--- src/rtl/sine_dds_pkg.sv ---
`default_nettype none
// ============================================================================
// Module      : sine_dds_pkg
// Description : Shared constants and ROM-content function for the sine DDS.
// Revision    : 1.0 - initial release
// ============================================================================
package sine_dds_pkg;

    localparam int c_phase_w_default = 24;
    localparam int c_addr_w_default  = 8;
    localparam int c_out_w_default   = 9;

    localparam logic [1:0] c_quad_q0 = 2'd0;
    localparam logic [1:0] c_quad_q1 = 2'd1;
    localparam logic [1:0] c_quad_q2 = 2'd2;
    localparam logic [1:0] c_quad_q3 = 2'd3;

    localparam int c_unity_gain = 256;

    localparam real c_pi = 3.14159265358979323846;

    // Taylor series keeps elaboration free of math-library calls; 12 terms
    // are far below one LSB of error over [0, pi/2].
    function automatic int rom_entry(input int idx, input int addr_w, input int out_w);
        real x;
        real x2;
        real term;
        real s;
        int  full;
        x    = (c_pi / 2.0) * (real'(idx) + 0.5) / real'(1 << addr_w);
        x2   = x * x;
        term = x;
        s    = x;
        for (int n = 1; n < 12; n++) begin
            term = -term * x2 / (real'(2 * n) * real'(2 * n + 1));
            s    = s + term;
        end
        full = (1 << (out_w - 1)) - 1;
        return $rtoi(real'(full) * s + 0.5);
    endfunction

endpackage
`default_nettype wire

--- src/rtl/sine_quarter_rom.sv ---
`default_nettype none
// ============================================================================
// Module      : sine_quarter_rom
// Description : Quarter-wave sine magnitude table, registered read.
// Revision    : 1.0 - initial release
// ============================================================================
module sine_quarter_rom
    import sine_dds_pkg::*;
#(
    parameter int ADDR_W = c_addr_w_default,
    parameter int OUT_W  = c_out_w_default
) (
    input  logic              clk,
    input  logic              rst,
    input  logic [ADDR_W-1:0] i_addr,
    output logic [OUT_W-2:0]  o_mag
);

    logic [OUT_W-2:0] w_table [2**ADDR_W];

    for (genvar gi = 0; gi < 2**ADDR_W; gi++) begin : g_entry
        localparam int c_val = rom_entry(gi, ADDR_W, OUT_W);
        assign w_table[gi] = (OUT_W-1)'(c_val);
    end

    always_ff @(posedge clk) begin
        if (rst) begin
            o_mag <= '0;
        end else begin
            o_mag <= w_table[i_addr];
        end
    end

endmodule
`default_nettype wire

--- src/rtl/sine_dds.sv ---
`default_nettype none
// ============================================================================
// Module      : sine_dds
// Description : Quarter-wave-table sine DDS, three-stage pipeline.
//               Optional SINE_DDS_AMP_EN adds an amplitude gain input.
// Revision    : 1.0 - initial release
// ============================================================================
module sine_dds
    import sine_dds_pkg::*;
#(
    parameter int PHASE_W = c_phase_w_default,
    parameter int ADDR_W  = c_addr_w_default,
    parameter int OUT_W   = c_out_w_default
) (
    input  logic               clk,
    input  logic               rst,
    input  logic               en,
    input  logic               clear,
    input  logic [PHASE_W-1:0] freq_word,
    input  logic [PHASE_W-1:0] phase_offset,
`ifdef SINE_DDS_AMP_EN
    input  logic [8:0]         amplitude,
`endif
    output logic [OUT_W-1:0]   sample_out,
    output logic               sample_valid
);

    logic [PHASE_W-1:0] r_acc;
    logic [PHASE_W-1:0] w_phase;
    logic [1:0]         w_quad;
    logic [ADDR_W-1:0]  w_idx;
    logic [ADDR_W-1:0]  w_addr;
    logic               r_s1_valid;
    logic               r_s1_sign;
    logic [ADDR_W-1:0]  r_s1_addr;
    logic               r_s2_valid;
    logic               r_s2_sign;
    logic [OUT_W-2:0]   w_mag;
    logic [OUT_W-1:0]   w_signed;
    logic [OUT_W-1:0]   w_stage3;

    assign w_phase = r_acc + phase_offset;
    assign w_quad  = 2'(w_phase >> (PHASE_W - 2));
    assign w_idx   = ADDR_W'(w_phase >> (PHASE_W - 2 - ADDR_W));
    // Odd quadrants run the table backwards: 2^ADDR_W-1-idx is ~idx.
    assign w_addr  = ((w_quad == c_quad_q1) || (w_quad == c_quad_q3)) ? ~w_idx : w_idx;

    always_ff @(posedge clk) begin
        if (rst) begin
            r_acc      <= '0;
            r_s1_valid <= 1'b0;
            r_s1_sign  <= 1'b0;
            r_s1_addr  <= '0;
            r_s2_valid <= 1'b0;
            r_s2_sign  <= 1'b0;
        end else begin
            if (clear) begin
                r_acc <= '0;
            end else if (en) begin
                r_acc <= r_acc + freq_word;
            end
            r_s1_valid <= en;
            if (en) begin
                r_s1_addr <= w_addr;
                r_s1_sign <= w_quad[1];
            end
            r_s2_valid <= r_s1_valid;
            r_s2_sign  <= r_s1_sign;
        end
    end

    sine_quarter_rom #(
        .ADDR_W (ADDR_W),
        .OUT_W  (OUT_W)
    ) u_rom (
        .clk    (clk),
        .rst    (rst),
        .i_addr (r_s1_addr),
        .o_mag  (w_mag)
    );

    assign w_signed = r_s2_sign ? -{1'b0, w_mag} : {1'b0, w_mag};

`ifdef SINE_DDS_AMP_EN
    logic [8:0]           w_gain;
    logic signed [OUT_W+9:0] w_op_a;
    logic signed [OUT_W+9:0] w_op_b;
    logic signed [OUT_W+9:0] w_prod;

    assign w_gain   = (amplitude > 9'(c_unity_gain)) ? 9'(c_unity_gain) : amplitude;
    assign w_op_a   = {{10{w_signed[OUT_W-1]}}, w_signed};
    assign w_op_b   = {{(OUT_W+1){1'b0}}, w_gain};
    assign w_prod   = w_op_a * w_op_b;
    // Arithmetic shift floors toward negative infinity.
    assign w_stage3 = OUT_W'(w_prod >>> 8);
`else
    assign w_stage3 = w_signed;
`endif

    always_ff @(posedge clk) begin
        if (rst) begin
            sample_out   <= '0;
            sample_valid <= 1'b0;
        end else begin
            sample_valid <= r_s2_valid;
            if (r_s2_valid) begin
                sample_out <= w_stage3;
            end
        end
    end

endmodule
`default_nettype wire

--- config.mk ---
export PLATFORM = sky130hd
export DESIGN_NAME = sine_dds
export DESIGN_NICKNAME = d
export VERILOG_FILES = /design/src/rtl/sine_dds_pkg.sv /design/src/rtl/sine_quarter_rom.sv /design/src/rtl/sine_dds.sv
export SDC_FILE = /design/constraint.sdc
export NUM_CORES = 1
export LEC_CHECK = 0
export ABC_CLOCK_PERIOD_IN_PS = 4240
export CAP_MARGIN = 20
export CELL_PAD_IN_SITES_DETAIL_PLACEMENT = 0
export CELL_PAD_IN_SITES_GLOBAL_PLACEMENT = 1
export CORE_ASPECT_RATIO = 0.7
export CORE_UTILIZATION = 44
export CTS_BUF_LIST = sky130_fd_sc_hd__clkbuf_4
export CTS_CLUSTER_DIAMETER = 60
export DETAILED_ROUTE_END_ITERATION = 10
export PLACE_DENSITY = 0.92
export SETUP_SLACK_MARGIN = 0.02
export SLEW_MARGIN = 20
export SYNTH_ARGS = -nofsm -noshare
export SYNTH_HDL_FRONTEND = slang
export SYNTH_SLANG_ARGS = --single-unit
--- constraint.sdc ---
create_clock -name clk -period 4.24 [get_ports clk]
set_input_delay 1.272 -clock clk [delete_from_list [all_inputs] [get_ports clk]]
set_output_delay 1.272 -clock clk [all_outputs]
set_load 0.02 [all_outputs]
==> results of run 1 <==
## synth_stat cells, drive strengths merged, types with 10 or more instances
library cell and number:
ha 61, o211ai 16, a21o 21, xor2 13, dfxtp 54, nor2 93, inv 21, clkbuf 49
xnor2 18, a211oi 48, nand2 48, nand2b 10, a31oi 10, a21oi 78, nor3 22, nand3 18
mux2i 21, nor2b 15, o21ai 47
## layout make-up
cell class | instances | area [um^2] | share of cell area (%)
Tap cell | 162 | 203 | 3.03
Clock inverter | 3 | 47.5 | 0.712
Timing Repair Buffer | 76 | 723 | 10.8
Sequential cell | 54 | 1080 | 16.2
Multi-Input combinational cell | 654 | 4500 | 67.4
Clock buffer | 5 | 37.5 | 0.562
Inverter | 22 | 82.6 | 1.24
## sequential cells by signal, summed over array words and instances (netlist names)
| name | cells |
|---|---|
| r_acc | 24 |
| sample_out | 9 |
| r_s1_addr | 8 |
| u_rom.o_mag | 8 |
| r_s1_sign | 1 |
| r_s1_valid | 1 |
| r_s2_sign | 1 |
| r_s2_valid | 1 |
| sample_valid | 1 |
## worst reg2reg max path, stage by stage (launching register included)
cell and delay, ns:
dfxtp_1 0.57, inv_1 0.27, ha_1 0.64, nor2_1 0.15, a21o_1 0.20, mux4_2 0.45, a211oi_1 0.42, a211o_1 0.16
a21oi_1 0.07
## power by group through the flow
stage / Combinational [uW] / Sequential (uW) / Clock (uW)
detailed placement: 859 / 613 / 0
floorplan: 649 / 591 / 0
finish: 883 / 603 / 325
global placement: 844 / 610 / 0
CTS: 864 / 602 / 329
global route: 969 / 608 / 346
## cells by family (layout without fill, tap and decap cells)
logic type | after synthesis | in the layout | share of synthesized area, %
mux | 23 | 23 | 4.34
flops | 54 | 54 | 18.4
fa+ha+maj | 62 | 62 | 13.3
compound gates | 295 | 295 | 33.9
buf+inv | 77 | 106 | 4.92
xor+xnor | 34 | 34 | 6.13
simple gates | 240 | 240 | 18.9
## worst min-delay path by stage
stage               slack [ns]       start  cells after the start    endpoint
floorplan                 0.41  r_s1_valid                      1  r_s2_valid
global placement          0.42  r_s1_valid                      1  r_s2_valid
detailed placement        0.45  r_s1_valid                      1  r_s2_valid
CTS                       0.47  r_s1_valid                      1  r_s2_valid
global route              0.49  r_s1_valid                      1  r_s2_valid
finish                    0.47  r_s1_valid                      1  r_s2_valid
## layer usage
metal / share of wire, % / up-vias / routed length, um / track usage, %
met5: 0 / - / 0 / 0
li1: - / 3001 / - / -
met4: 1.0 / 0 / 174 / 3.89
met3: 8.6 / 26 / 1470 / 4.71
met2: 40 / 269 / 6890 / 35.5
met1: 50 / 2811 / 8550 / 37.5
## metrics by stage
stage / setup slack, ns / util [%] / power [uW] / instance area [um^2]
2_1_floorplan: 0.590 / - / 1240 / 5870
3_3_place_gp: 0.0923 / 51.8 / 1450 / 6590
3_5_place_dp: 0.0463 / 51.8 / 1470 / 6590
4_1_cts: 0.449 / 52.5 / 1800 / 6680
5_1_grt: 0.232 / 52.5 / 1920 / 6680
6_report: 0.415 / 52.5 / 1810 / 6680
==> summary.txt, run 1 <==
Routing
  • Final ANT Viol Nets: 0
  • Routed vias: 6,107
  • DR vias/cell: 6.26
  • DR WL/cell: 17.5 um
  • 1st-iter DRT viols: 716
  • TritonRoute pass-1 iters: 5
  • Final wirelength: 17,100 um
  • Residual DRC count: 0

Clock network
  • Hold Buf Count CTS: 0
  • CTS buffer count: 5
  • CTS tree: done
  • H-tree Lvls: 2
  • Worst-path clk slew: 0.18 ns
  • CTS sink cnt: 54
  • Setup bufs post-CTS: 0
  • Worst-Skew Late Latency: 0.41 ns
  • Cts repair resizes: 0
  • CTS Root Cell: clkbuf_4
  • CTS max path bufs: 2

Synth
  • Synth area leader: dfxtp_1
  • Synth top area cells: dfxtp_1 18%, ha_1 13%, a21oi_1 6.6%
  • Warnings from Yosys: 0
  • Primary FF master, synth: dfxtp_1
  • Library cells used by synthesis: 68
  • Yosys top cell area share: 18.4%
  • Mapped Cells: 785
  • Mapped Area: 5870 um^2
  • Async S/R FF share, synth: 0%
  • Syn avg cell area: 7.48 um^2
  • Flop and latch count out of synthesis: 54
  • Post-synthesis sequential area ratio: 18.4%
  • Syn Nets: 899
  • EDFF count, synth: 0

Power
  • Pleak: 0.00276 uW
  • Sw Ratio: 41.7%
  • Comb power frac: 48.8%
  • Net Sw Power: 756 uW
  • Internal power: 1050 uW
  • Peak supply drop: 112 uV
  • Clock Power Share: 17.9%
  • Power Density: 271 nW/um^2
  • Sequential power share: 33.3%

Timing
  • Unrepaired setup endpoints after global routing: no
  • Worst-margin pin slew: 1.03 ns
  • Relative slew slack: 31.5%
  • Hold Slack: 0.472 ns
  • FMAX: 261 MHz
  • Setup violations, final: 0
  • Pins Over Slew Limit: 0
  • Period minus WS final: 3.82 ns
  • Setup tns final: 0 ns
  • Final Skew: 0.0232 ns
  • Fin crit share: 90.2%
  • Final hold violation count: 0

Floorplanning
  • IO Pins: 62
  • Initial core utilization: 46.2%
  • Core Area: 12,700 um^2
  • Row cnt: 34
  • DIE WIDTH: 140 um
  • Die Ht: 98.7 um
  • Die area: 13,800 um^2

GRT
  • Initial antenna violation count: 0
  • First-pass GRT wire length: 27,500 um
  • Vias in the first global route: 5,331
  • Total track usage: 24.5%
  • Grt total ovfl: 0
  • Pin count of the biggest net entering global routing: 62

Finish
  • Ant diodes: 0
  • FILL cells: 1,199
  • Most common cell after layout, fill and taps aside: nor2_1
  • Final Non-Filler Cells: 976
  • Nets: 927
  • Share of cells above drive strength 1: 5.16%
  • Synth-to-Final Area Change: 13.7%
  • Most frequent cells in the layout: 93 x nor2_1, 78 x a21oi_1, 61 x ha_1, 61 x clkdlybuf4s50_1, 54 x dfxtp_1

Placement
  • IO Port Bufs: 61
  • Dpl cells: 968
  • Post-DP HPWL: 12,600 um
  • Placer's final routability congestion estimate: 0.913

Critical path
  • WP buf/inv: 3
  • Crit. Startpoint: phase_offset[12]
  • Slowest CP cell: clkdlybuf4s50_1
  • Worst-path fanout max: 5
  • CP top delay family: compound AO/OA/AOI/OAI gates
  • CP arrival: 4.15 ns
  • Worst R2R Setup Slack: 1.23 ns
  • WP depth: 12
  • Reg2reg start: r_s1_addr[0]
  • Worst setup endpoint: r_s1_addr[5]
  • CP peak stage delay: 0.46 ns
  • CP Data Required Time: 4.56 ns
  • CP Class: input pin to flop
  • Startpoint Class: input pin
  • FF-to-FF End: u_rom.o_mag[1]
  • Reg2Reg Depth: 8
  • Cell Chain, Critical Path: clkdlybuf4s50_1 -> ha_1 -> nand3_1 -> a211oi_1 -> o31ai_2 -> buf_4 -> a211oi_2 -> a221oi_4 -> xnor2_4 -> buf_4 -> xor2_1 -> a211oi_1
  • CP Capture Type: flop

Run
  • Max-cap check violation count: 0

Run status
  • Status: complete, no violations

Worst hold path
  • Hold WC Path Type: flop to flop
(Power assumes the default switching activity.)
==> run 2, diff against run 1 <==
- SLEW_MARGIN: 20 -> 15
==> results of run 2 <==
Same layout as run 1: the final DEF is identical, and so are final timing and power.
==> run 3, diff against run 2 <==
- ABC_CLOCK_PERIOD_IN_PS: 4240 -> 3550
- GPL_TIMING_DRIVEN: not set -> 0
- clock period: 4.24 -> 3.55 ns (I/O delays scaled with it)
==> run 3 against run 2 <==
Via count increased by 6.2%. Flip-flop and latch count did not move. Critical path depth fell by 3. First-iteration DRC count decreased by 0.84%. Combinational power grew 34%. Non-clock buffer count increased by 42. Die area stayed put. Utilization up 1.9 points. Clock skew grew 0.012 ns. Global-route usage up 6.1 points. Sequential share of layout area down 0.57 points. Largest cell class unchanged. Largest power group unchanged. Highest routed layer is now met5.
==> summary.txt, run 3 (synthesized netlist as in run 1, its figures left out) <==
GRT
  • Grt total ovfl: 0 (unchanged)
  • First-pass GRT wire length: 33,000 um (+20%)
  • Total track usage: 30.6% (+6.1 points)
  • Initial antenna violation count: 2 (+2)
  • Pin count of the biggest net entering global routing: 20 (-68%)
  • Vias in the first global route: 6,011 (+13%)

Critical path
  • CP arrival: 3.81 ns (-0.34 ns)
  • Slowest CP cell: clkdlybuf4s50_1
  • WP buf/inv: 1 (-2)
  • Worst R2R Setup Slack: 0.22 ns (-1.01 ns)
  • Worst-path fanout max: 3 (-2)
  • CP top delay family: compound AO/OA/AOI/OAI gates
  • Startpoint Class: input pin
  • Cell Chain, Critical Path: clkdlybuf4s50_1 -> ha_2 -> a211o_1 -> o31ai_4 -> a211oi_4 -> a221oi_4 -> and2b_2 -> or3_1 -> a32o_1
  • CP peak stage delay: 0.45 ns (about the same)
  • CP Data Required Time: 3.88 ns (-0.68 ns)
  • CP Capture Type: flop
  • CP Class: input pin to flop

Routing
  • Routed vias: 6,484 (+6.2%)
  • 1st-iter DRT viols: 710 (-0.84%)
  • DR WL/cell: 20.7 um (+19%)
  • Residual DRC count: 0 (unchanged)
  • Final ANT Viol Nets: 0 (unchanged)
  • Final wirelength: 21,100 um (+24%)
  • DR vias/cell: 6.36 (+1.7%)
  • TritonRoute pass-1 iters: 7 (+2)

Finish
  • Most common cell after layout, fill and taps aside: nor2_1
  • Fin util: 54.4% (+1.9 points)
  • Biggest register: r_acc
  • Most frequent cells in the layout: 93 x nor2_1, 74 x a21oi_1, 58 x clkdlybuf4s50_1
  • Share of cells above drive strength 1: 5.61% (+0.45 points)
  • Design Area, Final: 6920 um^2 (+3.6%)
  • Final Non-Filler Cells: 1,019 (+4.4%)
  • Synth-to-Final Area Change: 17.8%
  • Max reg flops: 24 (unchanged)
  • Nets: 969 (+4.5%)
  • Top flop regs: r_acc x24, sample_out x9

Timing
  • Final worst setup slack: 0.0776 ns (-0.338 ns)
  • Setup tns final: 0 ns (unchanged)
  • Relative slew slack: 51.6% (+20 points)
  • Setup violations, final: 0 (unchanged)
  • Unrepaired setup endpoints after global routing: yes
  • FMAX: 288 MHz
  • Final hold violation count: 0 (unchanged)
  • Fin crit share: 97.8%
  • Final Skew: 0.0349 ns (+0.0117 ns)
  • Period minus WS final: 3.47 ns
  • Pins Over Slew Limit: 0 (unchanged)
  • Worst-margin pin slew: 0.727 ns (-0.300 ns)

Placement
  • Dpl cell area: 6690 um^2 (+1.4%)
  • Post-DP HPWL: 16,600 um (+31%)
  • Pre-CTS setup slack: -0.567 ns (-0.613 ns)
  • Dpl cells: 1,008 (+4.1%)
  • IO Port Bufs: 61 (unchanged)
  • Placer's final routability congestion estimate: 0.966 (+5.8%)

Clock network
  • CTS Root Cell: clkbuf_4
  • CTS max path bufs: 2 (unchanged)
  • H-tree Lvls: 2 (unchanged)
  • Worst-path clk slew: 0.19 ns (about the same)
  • CTS buffer count: 5 (unchanged)
  • Worst-Skew Late Latency: 0.42 ns (about the same)
  • CTS sink cnt: 54 (unchanged)
  • Hold Buf Count CTS: 0 (unchanged)
  • CTS tree: done

Floorplanning
  • Initial core utilization: 46.2% (unchanged)
  • Core Area: 12,700 um^2 (unchanged)
  • Row cnt: 34 (unchanged)
  • IO Pins: 62 (unchanged)
  • DIE WIDTH: 140 um (unchanged)
  • Die Ht: 98.7 um (unchanged)
  • Die area: 13,800 um^2 (unchanged)

Power
  • Power Density: 321 nW/um^2 (+18%)
  • Pleak: 0.00279 uW (+1.2%)
  • Peak supply drop: 146 uV (+31%)

Run
  • Max-cap check violation count: 0 (unchanged)

Worst hold path
  • Hold WC Path Type: flop to flop

Run status
  • Status: complete, no violations
## run 3: cell types whose count changed in the layout (fill, tap and decap cells not counted), sizes merged
cell / delta
clkbuf: +49
diode: +1
bufinv: -1
clkdlybuf4s50: -3
clkinv: +2
inv: -1
dlymetal6s2s: +3
buf: -7
## run 3: worst paths after layout
kind	from	endpoint	depth (start not counted)
worst max-delay path	phase_offset[5]	r_s1_sign	9
worst min-delay path	r_s1_valid	r_s2_valid	1
worst max register to register	r_s1_addr[3]	u_rom.o_mag[5]	8
worst min register to register	r_s1_valid	r_s2_valid	1
## run 3: per-layer routing
layer / up-vias / wire, um / track usage, % / part of all wire, %
met3: 26 / 2840 / 11.7 / 13
met2: 358 / 7900 / 40.9 / 37
met4: 2 / 165 / 3.97 / 0.78
li1: 3075 / - / - / -
met1: 3023 / 10200 / 46.1 / 48
met5: - / 11 / 1.40 / 0.052
## run 3: area by class of cell
type,instances,area (um^2)
repair buffers,63,646
multi-input cells,654,4630
inverters,22,82.6
diodes,1,2.50
flip-flops and latches,54,1080
well taps,162,203
fillers,1228,5800
clock inverters,3,28.8
plain buffers,55,208
clock buffers,5,37.5
## run 3: stage by stage
step | total power [uW] | hold slack (ns)
after global placement | 1830 | 0.423
after CTS | 2160 | 0.463
final | 2220 | 0.463
after floorplan | 1480 | 0.414
after global routing | 2350 | 0.484
after detailed placement | 1830 | 0.429
## run 3: timing repair
| item | in CTS | in global routing |
|---|---|---|
| pin swaps | 2 | 6 |
| setup buffers | 1 | 1 |
| endpoints found under the hold margin | 0 | 0 |
| setup endpoints to repair | 7 | 13 |
| gates resized for setup | 6 | 22 |
## run 3: where the power goes
part           switching (uW)  internal, uW
clock                     240          85.2
combinational             716           469
sequential               55.4           655
